--- src/rtl/addsub_pkg.sv ---
// Shared types and constants for the add/sub arbiter slice.
package addsub_pkg;

  typedef enum logic [1:0] {
    IDLE = 2'd0,
    EXEC = 2'd1,
    HOLD = 2'd2
  } state_e;

  localparam logic OP_ADD = 1'b0;
  localparam logic OP_SUB = 1'b1;

  localparam int unsigned DEFAULT_WIDTH = 4;

endpackage

--- src/rtl/addsub_unit.sv ---
// Combinational WIDTH-bit add/subtract; carry/borrow output only with ADDSUB_FLAGS_EN.
module addsub_unit
  import addsub_pkg::*;
#(
  parameter int unsigned WIDTH = DEFAULT_WIDTH
) (
  input  logic             sel_i,
  input  logic [WIDTH-1:0] a_i,
  input  logic [WIDTH-1:0] b_i,
`ifdef ADDSUB_FLAGS_EN
  output logic             flag_o,
`endif
  output logic [WIDTH-1:0] res_o
);

`ifdef ADDSUB_FLAGS_EN
  // One extra bit: carry-out for add, borrow (a<b) for sub.
  logic [WIDTH:0] wide;

  always_comb begin
    wide = '0;
    if (sel_i == OP_SUB) wide = {1'b0, a_i} - {1'b0, b_i};
    else                 wide = {1'b0, a_i} + {1'b0, b_i};
  end

  assign res_o  = wide[WIDTH-1:0];
  assign flag_o = wide[WIDTH];
`else
  always_comb begin
    res_o = '0;
    if (sel_i == OP_SUB) res_o = a_i - b_i;
    else                 res_o = a_i + b_i;
  end
`endif

endmodule

--- src/rtl/addsub_arbiter.sv ---
// Round-robin arbiter sharing one add/sub unit between two requesters.
// Optional res_flag port (carry/borrow) enabled by ADDSUB_FLAGS_EN.
module addsub_arbiter
  import addsub_pkg::*;
#(
  parameter int unsigned WIDTH = DEFAULT_WIDTH
) (
  input  logic             clk,
  input  logic             rst,
  input  logic             en,
  input  logic             req0_valid,
  output logic             req0_ready,
  input  logic             req0_sel,
  input  logic [WIDTH-1:0] req0_a,
  input  logic [WIDTH-1:0] req0_b,
  input  logic             req1_valid,
  output logic             req1_ready,
  input  logic             req1_sel,
  input  logic [WIDTH-1:0] req1_a,
  input  logic [WIDTH-1:0] req1_b,
  output logic             res_valid,
  input  logic             res_ready,
  output logic             res_id,
`ifdef ADDSUB_FLAGS_EN
  output logic             res_flag,
`endif
  output logic [WIDTH-1:0] res_data
);

  state_e           state_q;
  logic             last_grant_q;
  logic             sel_q;
  logic [WIDTH-1:0] a_q;
  logic [WIDTH-1:0] b_q;
  logic             id_q;
  logic             res_valid_q;
  logic             res_id_q;
  logic [WIDTH-1:0] res_data_q;
  logic [WIDTH-1:0] unit_res;

  logic grant_d;
  logic winner_d;

  // On a tie the requester not served last wins; otherwise the lone requester.
  always_comb begin
    grant_d  = (state_q == IDLE) && en && !rst && (req0_valid || req1_valid);
    winner_d = (req0_valid && req1_valid) ? ~last_grant_q : req1_valid;
  end

  assign req0_ready = grant_d && !winner_d;
  assign req1_ready = grant_d &&  winner_d;

`ifdef ADDSUB_FLAGS_EN
  logic res_flag_q;
  logic unit_flag;

  addsub_unit #(.WIDTH(WIDTH)) u_unit (
    .sel_i  (sel_q),
    .a_i    (a_q),
    .b_i    (b_q),
    .flag_o (unit_flag),
    .res_o  (unit_res)
  );

  always_ff @(posedge clk) begin
    if (rst)                    res_flag_q <= 1'b0;
    else if (state_q == EXEC)   res_flag_q <= unit_flag;
  end

  assign res_flag = res_flag_q;
`else
  addsub_unit #(.WIDTH(WIDTH)) u_unit (
    .sel_i (sel_q),
    .a_i   (a_q),
    .b_i   (b_q),
    .res_o (unit_res)
  );
`endif

  always_ff @(posedge clk) begin
    if (rst) begin
      state_q      <= IDLE;
      last_grant_q <= 1'b1;
      sel_q        <= 1'b0;
      a_q          <= '0;
      b_q          <= '0;
      id_q         <= 1'b0;
      res_valid_q  <= 1'b0;
      res_id_q     <= 1'b0;
      res_data_q   <= '0;
    end else begin
      case (state_q)
        IDLE: begin
          if (grant_d) begin
            last_grant_q <= winner_d;
            id_q         <= winner_d;
            sel_q        <= winner_d ? req1_sel : req0_sel;
            a_q          <= winner_d ? req1_a   : req0_a;
            b_q          <= winner_d ? req1_b   : req0_b;
            state_q      <= EXEC;
          end
        end
        EXEC: begin
          res_data_q  <= unit_res;
          res_id_q    <= id_q;
          res_valid_q <= 1'b1;
          state_q     <= HOLD;
        end
        HOLD: begin
          if (res_ready) begin
            res_valid_q <= 1'b0;
            state_q     <= IDLE;
          end
        end
        default: state_q <= IDLE;
      endcase
    end
  end

  assign res_valid = res_valid_q;
  assign res_id    = res_id_q;
  assign res_data  = res_data_q;

endmodule
--- config.mk ---
export PLATFORM = sky130hd
export DESIGN_NAME = addsub_arbiter
export DESIGN_NICKNAME = d
export VERILOG_FILES = /design/src/rtl/addsub_pkg.sv /design/src/rtl/addsub_unit.sv /design/src/rtl/addsub_arbiter.sv
export SDC_FILE = /design/constraint.sdc
export NUM_CORES = 1
export LEC_CHECK = 0
export ABC_AREA = 1
export BUFFER_PORTS_ARGS = -buffer_cell sky130_fd_sc_hd__buf_2
export CAP_MARGIN = 30
export CORE_MARGIN = 4
export CORE_UTILIZATION = 50
export DETAILED_ROUTE_END_ITERATION = 8
export PLACE_DENSITY = 0.83
export SETUP_SLACK_MARGIN = 0.02
export SLEW_MARGIN = 20
export SYNTH_ARGS = -nofsm -noshare
export SYNTH_HDL_FRONTEND = slang
export SYNTH_SLANG_ARGS = --single-unit
--- constraint.sdc ---
create_clock -name clk -period 3.1 [get_ports clk]
set_input_delay 0 -clock clk [delete_from_list [all_inputs] [get_ports clk]]
set_output_delay 0 -clock clk [all_outputs]
set_load 0.02 [all_outputs]
==> results by group <==
Floorplan
  • Area of the die: 2861 sq um
  • Die Wd: 53.49 microns
  • Top Ports: 32
  • Core area: 1962 sq um
  • Core Rows: 16
  • Initial Utilization: 52.74%
  • Height of the die: 53.49 microns

Power
  • P_sw: 0.1588 mW
  • Pwr dens: 416.7 nW/um^2
  • Clk pwr share: 24.9%
  • Pint: 0.3538 mW
  • Leak: 0.6328 nW
  • Switch share: 30.97%
  • Combinational Power Share: 23.2%
  • Seq pwr share: 52.0%
  • Worst VDD drop: 0.0002255 V

Clock network
  • Max H-tree Level: 1
  • CTS max path bufs: 2
  • CTS root buffer: clkbuf_4
  • CTS tree: built
  • Clock sinks: 19
  • TritonCTS buffer count: 3
  • Skew-Pair Late Insertion Delay: 0.31 ns
  • Clock slew at reported path FFs: 0.10 ns
  • Post-CTS Setup Bufs: 0

Route
  • DRT Pass-1 Iters: 4
  • Routed length per instance: 10.31 microns
  • Drt drc: 0
  • Vias after detailed routing: 1,006
  • 1st-iter DRT viols: 24
  • Post-detailed-route via-to-cell ratio: 4.723
  • Post-detailed-route count of antenna-violating nets: 0
  • Routed wire length: 2195 microns

Placed design
  • Routability cong.: 0.8708
  • Input/output buffers: 31
  • Hpwl dp: 1684 microns
  • Placed insts: 207

Yosys
  • Net count after synthesis: 183
  • Synth Flop Type: dfxtp_1
  • Mean Syn Cell Area: 6.719 sq um
  • Most instantiated cells after synthesis: 59 x nand2_1, 19 x dfxtp_1, 19 x inv_1
  • Syn Std Cell Area: 1035 sq um
  • Yosys reg bits: 19
  • Dominant cell type by area after synthesis: dfxtp_1
  • Post-synth top area share: 36.76%
  • Top-count cell post-synth: nand2_1
  • Sequential element share of the synthesized area: 36.76%
  • EDFF count, synth: 0
  • Syn Inst Count: 154
  • Yosys warning count: 0
  • Async set-reset flop share out of synthesis: 0%
  • Synth area leaders: dfxtp_1 37%, nand2_1 21%, inv_1 6.9%
  • Yosys cell types: 21

Timing
  • Clock skew: 0.006280 ns
  • Slew Limit Headroom: 63.06%
  • FMAX: 495.4 MHz
  • Pin slew with the least headroom to its limit: 0.5521 ns
  • Max Transition Viols Final: 0
  • Final setup violating endpoints: 0
  • RSZ-0062 raised after global routing: no
  • Setup tns final: 0 ns
  • Tcrit/Tclk final: 65.11%
  • Min Tclk post-route: 2.018 ns
  • Fin. Hold Viols: 0
  • Hold slack: 0.03400 ns

Setup path
  • Crit path launch type: flop
  • Critical path peak fanout: 4
  • Reg-to-reg slack, setup: 1.08 ns
  • Worst setup EP type: flop
  • Critical path class: flop to flop
  • WP data arrival: 2.23 ns
  • Worst R2R Path Depth: 14
  • Worst path required time: 3.32 ns

Min path
  • Hold depth: 5
  • HP Class: input port to flop

Layout
  • Final std cells w/o fill: 213
  • Final net count: 216
  • Area grow syn2layout: 18.86%
  • Ant. Diodes: 0
  • Layout cells sized above 1: 22.58%

Global route
  • Global routing usage on met1: 20.27%
  • Largest net degree at the start of global routing: 15
  • GRT Max-Usage Layer: met2
  • Global Route Usage Sum: 18.20%
  • Vias in the first global route: 943
  • First-pass GRT wire length: 3788 microns
  • Grt met2 use: 33.06%
  • Met3 GRT Util: 1.690%
  • Antenna violations before repair: 0
  • Total grt overflow: 0

Job
  • Max cap viols: 0

Outcome
  • Outcome: finished, final reports clean
-- area by class of cell --
type	instances	area (sq um)
Clock buffer	3	22.52
Clock inverter	1	5.005
Fill cell	187	732.0
Inverter	21	78.83
Multi-Input combinational cell	109	534.3
Sequential cell	19	380.4
Tap cell	27	33.78
Timing Repair Buffer	33	175.2
-- kinds of logic after synthesis --
family / count (synthesis) / synth area share [%]
compound gates: 20 / 10.04
xor+xnor: 2 / 1.693
fa+ha+maj: 5 / 6.772
buf+inv: 26 / 11.61
flops: 19 / 36.76
simple gates: 82 / 33.13
-- per-layer routing --
metal / part of all wire (%) / wire length (microns)
met1: 43 / 948
met2: 48 / 1050
met3: 6.3 / 138
met4: 2.6 / 57
met5: 0 / 0
-- repair_timing --
item	CTS	global route
hold buffers	2	0
resized for setup	0	0
endpoints found under the hold margin	3	0
-- power by group through the flow --
stage,logic (mW),clock network (mW),registers (mW)
after floorplan,0.0784,0,0.277
after global placement,0.112,0,0.271
after detailed placement,0.116,0,0.272
after CTS,0.119,0.131,0.266
after global routing,0.136,0.139,0.269
final,0.119,0.127,0.266
-- critical path: stages (launching register included) --
cell and delay (ns):
dfxtp_1 0.40, inv_1 0.07, ha_1 0.28, inv_1 0.03, o21ai_0 0.28, inv_1 0.09
ha_1 0.27, nand2_1 0.06, nor2_1 0.04, nor2_1 0.13, inv_1 0.05, nand2_1 0.06
nand3_1 0.06, nand2_1 0.08, inv_1 0.04
-- cell usage in the layout, fill, tap and decap left out --
cell and n:
a21oi_1 13, a311oi_1 1, buf_2 31, clkbuf_4 3
clkinv_2 1, dfxtp_1 19, dlygate4sd3_1 2, fa_1 1
ha_1 4, inv_1 19, inv_2 2, nand2_1 59
nand2_2 3, nand3_1 4, nand3_2 1, nand3b_1 1
nor2_1 13, nor3_4 1, o21ai_0 6, xor2_1 2
-- metrics by stage --
| step | power [mW] | setup WS [ns] | utilization, % | area (sq um) |
|---|---|---|---|---|
| 2_1_floorplan | 0.3555 | 1.307 | - | 1035 |
| 3_3_place_gp | 0.3826 | 1.236 | 60.27 | 1182 |
| 3_5_place_dp | 0.3882 | 1.124 | 60.27 | 1182 |
| 4_1_cts | 0.5165 | 1.093 | 62.69 | 1230 |
| 5_1_grt | 0.5435 | 0.8561 | 62.69 | 1230 |
| 6_report | 0.5126 | 1.082 | 62.69 | 1230 |
-- final timing paths --
path,from,endpoint
hold / removal,req1_a[0],a_q[0]
hold reg to reg,b_q[2],b_q[2]
setup / recovery,b_q[0],res_data[3]
setup reg to reg,b_q[0],res_data[3]
-- registers in the layout (all words and copies together), names as in the netlist --
name / cells
sel_q: 1
id_q: 1
res_id: 1
a_q: 4
last_grant_q: 1
state_q: 2
b_q: 4
res_data: 4
res_valid: 1
No activity file was read; power rests on OpenSTA's default activity.
